## src/rtl/enc_8x3_scan.sv

```systemverilog
`default_nettype none
// +--------------------------------------------------------------------------+
// | enc_8x3_scan: captures an active-low 8-line request vector, then emits   |
// | the index of each requested line, lowest first, over a valid/ready link. |
// | Revision: 1.0                                                            |
// +--------------------------------------------------------------------------+
module enc_8x3_scan (
   input  logic       clk,
   input  logic       rst_n,
   input  logic       en,
   input  logic [7:0] in_n,
   input  logic       in_valid,
   output logic       in_ready,
   output logic [2:0] y,
   output logic       out_valid,
   input  logic       out_ready,
   output logic       last,
   output logic       none,
   output logic [3:0] cnt
);

   typedef enum logic [0:0] {
      S_IDLE = 1'b0,
      S_SCAN = 1'b1
   } state_t;

   state_t     state_q, state_d;
   logic [7:0] pending_q, pending_d;
   logic [3:0] cnt_q, cnt_d;
   logic       zero_q, zero_d;

   logic       w_scan;
   logic [2:0] w_low_idx;
   logic       w_onehot;
   logic       w_last;
   logic [3:0] w_pop;

   always_comb begin
      w_low_idx = 3'd0;
      for (int i = 7; i >= 0; i--) begin
         if (pending_q[i]) w_low_idx = 3'(i);
      end
      w_pop = 4'd0;
      for (int i = 0; i < 8; i++) begin
         w_pop = w_pop + {3'b000, ~in_n[i]};
      end
   end

   // Exactly one bit set: nonzero and clearing the lowest set bit leaves zero.
   assign w_onehot  = (pending_q != 8'h00) && ((pending_q & (pending_q - 8'd1)) == 8'h00);
   assign w_scan    = (state_q == S_SCAN);
   assign w_last    = zero_q | w_onehot;

   assign out_valid = w_scan;
   assign y         = w_scan ? w_low_idx : 3'd0;
   assign last      = w_scan & w_last;
   assign none      = w_scan & zero_q;
   assign cnt       = cnt_q;
   assign in_ready  = rst_n & ~en & (state_q == S_IDLE);

   always_comb begin
      state_d   = state_q;
      pending_d = pending_q;
      cnt_d     = cnt_q;
      zero_d    = zero_q;
      case (state_q)
         S_IDLE: begin
            if (in_valid && in_ready) begin
               pending_d = ~in_n;
               cnt_d     = w_pop;
               zero_d    = (in_n == 8'hFF);
               state_d   = S_SCAN;
            end
         end
         S_SCAN: begin
            if (out_ready) begin
               pending_d[w_low_idx] = 1'b0;
               if (w_last) begin
                  state_d   = S_IDLE;
                  pending_d = 8'h00;
               end
            end
            // A transfer at the abort edge still counts; the rest are dropped.
            if (en) begin
               state_d   = S_IDLE;
               pending_d = 8'h00;
            end
         end
         default: begin
            state_d   = S_IDLE;
            pending_d = 8'h00;
         end
      endcase
   end

   always_ff @(posedge clk or negedge rst_n) begin
      if (!rst_n) begin
         state_q   <= S_IDLE;
         pending_q <= 8'h00;
         cnt_q     <= 4'd0;
         zero_q    <= 1'b0;
      end else begin
         state_q   <= state_d;
         pending_q <= pending_d;
         cnt_q     <= cnt_d;
         zero_q    <= zero_d;
      end
   end

endmodule
`default_nettype wire

```

## config.mk

```make
export PLATFORM = sky130hd
export DESIGN_NAME = enc_8x3_scan
export DESIGN_NICKNAME = d
export VERILOG_FILES = /design/src/rtl/enc_8x3_scan.sv
export SDC_FILE = /design/constraint.sdc
export NUM_CORES = 1
export LEC_CHECK = 0
export CORE_ASPECT_RATIO = 1.25
export CORE_MARGIN = 5
export CORE_UTILIZATION = 40
export CTS_CLUSTER_DIAMETER = 120
export DETAILED_ROUTE_END_ITERATION = 16
export GPL_TIMING_DRIVEN = 0
export PLACE_DENSITY = 0.76
export SLEW_MARGIN = 20
export SYNTH_ARGS = -nofsm -noshare
export SYNTH_HDL_FRONTEND = slang
export SYNTH_SLANG_ARGS = --single-unit
```

## constraint.sdc

```tcl
create_clock -name clk -period 3.4 [get_ports clk]
set_input_delay 0.68 -clock clk [delete_from_list [all_inputs] [get_ports clk]]
set_output_delay 0.68 -clock clk [all_outputs]
set_load 0.05 [all_outputs]
```

# Yosys cells after proc, flatten, opt, wreduce, memory -nomap -nowiden
# Index checks and enable logic that the tools add are counted.
# Widths: inputs -> output; s select.
word_totals:
  regBits: 14
  latch_bits: 0
  ram_bits: 0
  mem_bits_ro: 0
  input_bits: 13
  output_inout_bits: 11
  word_cells: 64
  mem_count: 0
classes:
  n_addsub: 8
  multipliers: 0
  div: 0
  magnitude_cmp: 2
  eq_ne: 3
  shift: 0
  muxes: 21
  n_bitwise: 19
  reduce_logical: 7
op_table:
  columns: ["cell", "count"]
  rows:
  - ["$mux 8", 4]
  - ["$mux 3", 9]
  - ["$add 4x1->4", 4]
  - ["$and 8x8->8", 2]
  - ["$not 8->8", 2]
  - ["$pmux 8 s2", 1]
  - ["$not 1->1", 10]
  - ["$eq 8x8->1 const B", 1]
  - ["$logic_not 8->1", 1]
  - ["$reduce_bool 8->1", 1]
  - ["$sub 8x1->8 const B", 1]
  - ["$mux 1", 5]
  - ["$add 3x1->4", 1]
  - ["$and 1x1->1", 4]
  - ["$lt 3x4->1 const B", 1]
  - ["$reduce_and 2->1", 2]
  - ["$add 2x1->3", 1]
  - ["$demux 1 s3", 1]
  - ["$ge 3x1->1 const B", 1]
  - ["$logic_and 1x1->1", 3]
  - ["$ne 3x3->1 const B", 1]
  - ["$add 1x1->2", 1]
  - ["$ne 2x1->1 const B", 1]
  - ["$pmux 1 s2", 1]
  - ["$or 1x1->1", 1]

# Longest topological paths before layout
depth:
  depth_word: 18
  ltp_mapped: 9
  mapped_depth_nobuf: 9

# Worst setup path after synthesis
# No wires, ideal clock.
synth_path:
  kind: "input-to-reg"
  from: "in in_n[0]"
  to: "reg cnt_q[2], in the netlist cnt[2]"
  setup_time_ns: 0.083
  arrival_ns: 2.994
  t_required_ns: 3.317
  slack_ns: 0.323
  stages: 9
  path_buffers: 0
  cell_sequence: "inv_1 fa_1 fa_1 fa_1 ha_1 inv_1 fa_1 xor2_1 o21ai_0"
synth_via:
  elab_chain_len: 8
synth_lines:
  columns: ["element", "line_no", "rtl"]
  rows:
  - ["start, declared", "11", "input logic [7:0] in_n,"]
  - ["$not 1->1", "45", "w_pop = w_pop + {3'b000, ~in_n[i]};"]
  - ["$add 1x1->2", "45", null]
  - ["$add 2x1->3", "45", null]
  - ["$add 3x1->4", "45", null]
  - ["$add 4x1->4 (4 in a row)", "45", null]
  - ["end signal, assigned", "105", "cnt_q <= cnt_d;"]
  - ["end, declared", "29", "logic [3:0] cnt_q, cnt_d;"]
# Every way passes these cells.
# A chain may end at the register's enable or synchronous reset.

# Worst setup path in the final report
layout_path:
  from: "in in_n[3]"
  to: "reg cnt_q[2], in the netlist cnt[2]"
layout_via:
  elab_chain_len: 6
layout_lines:
  columns: ["element", "line_no"]
  rows:
  - ["$not 1->1", "45"]
  - ["$add 3x1->4", "45"]
  - ["$add 4x1->4 (4 in a row)", "45"]
# Every way passes these cells.

==> impl_metrics.toml <==
[timing]
slew_viol_final = 0
slew_headroom_pct = 55.7
finClkSkew_ns = 0.00653
period_minus_slack_ns = 3.25
tns_ns = 0
tightest_slew_ns = 0.664
rsz0062_at_grt = "no"
fmax_mhz = 308
fin_hold_ws_ns = 0.492
setup_violations = 0
hold_violations = 0
finalCritPeriodShare_pct = 95.5
setup_ws_ns = 0.154

[drt]
routed_wl_um = 2430
ant_nets = 0
dr.first_iter.drc_count = 12
drt_first_pass_iters = 4
dr_total_vias = 927
wl_per_cell_um = 13.9
viasPerCell = 5.30
drc_errors = 0

[synthesis]
yosysMostFrequentCell = "inv_1"
yosysSeqAreaShare_pct = 34.2
synth_area_leaders = "dfrtp_1 34%, fa_1 7.8%, inv_1 5.5%"
yosys.area.top_type_share_pct = 34.2
syn_avg_cell_area_um2 = 8.99
ys_types = 40
syn_nets = 135
yosysTopAreaCell = "dfrtp_1"
ys_top_cells_by_count = "15 x inv_1, 14 x dfrtp_1, 10 x nand2_1, 10 x nor2_1, 9 x o21ai_0"
synthFlopType = "dfrtp_1"
synth_edf_count = 0
syn-cell-area_um2 = 1020
ys_ff_latch = 14
yosys_warnings = 0
async_flop_share_pct = 100
syn_inst = 114

[setup_path]
crit_buf_inv = 3
path_class = "input port to register"
rr_worst_depth = 6
cp_common_cell = "fa_1"
rr_endpoint = "pending_q[7]"
crit_fanout = 3
crit_path_start_kind = "input port"
critical_path.cell_chain = "dlygate4sd2_1, inv_1, fa_1, fa_1, fa_1, ha_2, inv_1, fa_1, xor2_1, o21ai_1"
cp-end-kind = "register"
crit_path_max_incr_delay_ns = 0.56
rrSetupSlack_ns = 1.61
cp-startpoint = "in_n[3]"
worstPathRequired_ns = 3.56
critical_path.endpoint = "cnt[2]"
cp.depth = 10
path_delay_family = "adder cells"
reg2reg_from = "pending_q[1]"
crit_arrival_ns = 3.40
critPathSlowestCell = "fa_1"

[global_route]
gr-total-overflow = 0
grt_max_degree = 16
grt_pass1_wl_um = 4280
first_global_vias = 970
antenna_found_initial = 0
grt_use_total_pct = 14.3

[clocking]
clk_pin_slew_ns = 0.08
cts.sinks = 14
cts_buffer_depth = 2
cts_inserted_buffers = 3
cts_tree = "done"
cts_root_buf = "clkbuf_4"
clock_latency_ns = 0.29
htreeDepth = 1
cts-hold-fix-buffers = 0

[hold_path]
hold_path_class = "register to register"

[layout]
final_cells = 175
fin_nets = 164
layout-drive-gt1-share_pct = 12.0
syn_to_final_growth_pct = 31.1
final_util_pct = 54.8
insertedDiodeCount = 0
fillers = 245

[place]
hpwlAfterDp_um = 1910
numPlacedInstances = 170
io_buffers = 23
gp_congestion = 0.833
pre_cts_slack_ns = -0.355

[die]
die_h_um = 66.6
core_area_um2 = 2450
die_area_um2 = 3680
rows = 20
io_pins = 24
start_util_pct = 41.8
die_x_um = 55.3

[flow_run]
maxCapViolations = 0

[outcome]
status = "finished, final reports clean"

[power_and_ir_drop]
peakVddDrop_mv = 0.466
p_leak_nw = 0.612
p_per_area_nw_per_um2 = 825
==> power breakdown <==
| part | switching, mW | leakage (nW) | internal (mW) |
|---|---|---|---|
| clock | 0.0583 | 0.0210 | 0.0653 |
| combinational | 0.420 | 0.409 | 0.267 |
| sequential | 0.0684 | 0.183 | 0.230 |
| total | 0.547 | 0.612 | 0.562 |
==> tightest hold or removal path: cells and delay by family (launching register included) <==
kind,cells,cell delay [ns]
AND/OR/NAND/NOR,1,0.05
AO/OA/AOI/OAI,1,0.06
flip-flops,1,0.35
==> layout make-up <==
type / count / area (um^2) / area share (%)
multi-input cells: 79 / 586 / 43.6
flip-flops and latches: 14 / 350 / 26.1
repair buffers: 24 / 239 / 17.8
inverters: 15 / 56.3 / 4.19
well taps: 33 / 41.3 / 3.07
clock buffers: 4 / 36.3 / 2.70
plain buffers: 6 / 35.0 / 2.61
==> flip-flops by register name, indices dropped and copies added, names as in the netlist <==
name       flops
pending_q      8
zero_q         1
out_valid      1
cnt            4
==> worst min-delay path by stage <==
stage | start | end | slack (ns) | cells after the start
2_1_floorplan | rst_n | cnt[0] | 0.38 | 0
3_3_place_gp | cnt[1] | cnt[1] | 0.47 | 2
3_5_place_dp | cnt[1] | cnt[1] | 0.47 | 2
4_1_cts | cnt[1] | cnt[1] | 0.50 | 2
5_1_grt | cnt[1] | cnt[1] | 0.54 | 2
6_report | cnt[1] | cnt[1] | 0.49 | 2
==> per-layer routing <==
metal	track usage, %	vias up	wire length, um
met5	0	-	0
met4	3.65	0	22
met3	3.10	2	111
met2	26.2	23	1230
met1	17.0	451	1060
li1	-	451	-
==> placed cells by master, fill, tap and decap left out, types with 4 or more instances in the layout <==
cell,Yosys,routed
a21oi_1,4,4
clkdlybuf4s50_1,0,18
dfrtp_1,14,14
fa_1,4,4
inv_1,15,15
nand2_1,10,10
nand3_1,4,4
nor2_1,10,10
o21ai_0,9,8
==> kinds of logic after synthesis <==
kind of cell    share of synthesized area (%)
mux                                      1.10
buf+inv                                  8.91
xor+xnor                                0.855
fa+ha+maj                                12.7
compound gates                           21.9
flops                                    34.2
simple gates                             20.4
==> per-stage QoR <==
stage | area [um^2] | total power, mW
final | 1340 | 1.11
after global routing | 1340 | 1.21
after CTS | 1330 | 1.11
after detailed placement | 1300 | 0.984
after global placement | 1300 | 0.963
after floorplan | 1020 | 0.792
==> timing repair <==
| action | 4_1_cts | 5_1_grt |
|---|---|---|
| hold endpoints to repair | 0 | 0 |
| gates resized for setup | 5 | 2 |
| setup endpoints to repair | 2 | 2 |
| setup buffers | 0 | 1 |
| pin swaps | 3 | 3 |
Note: power is estimated with default switching activity, not from simulation.
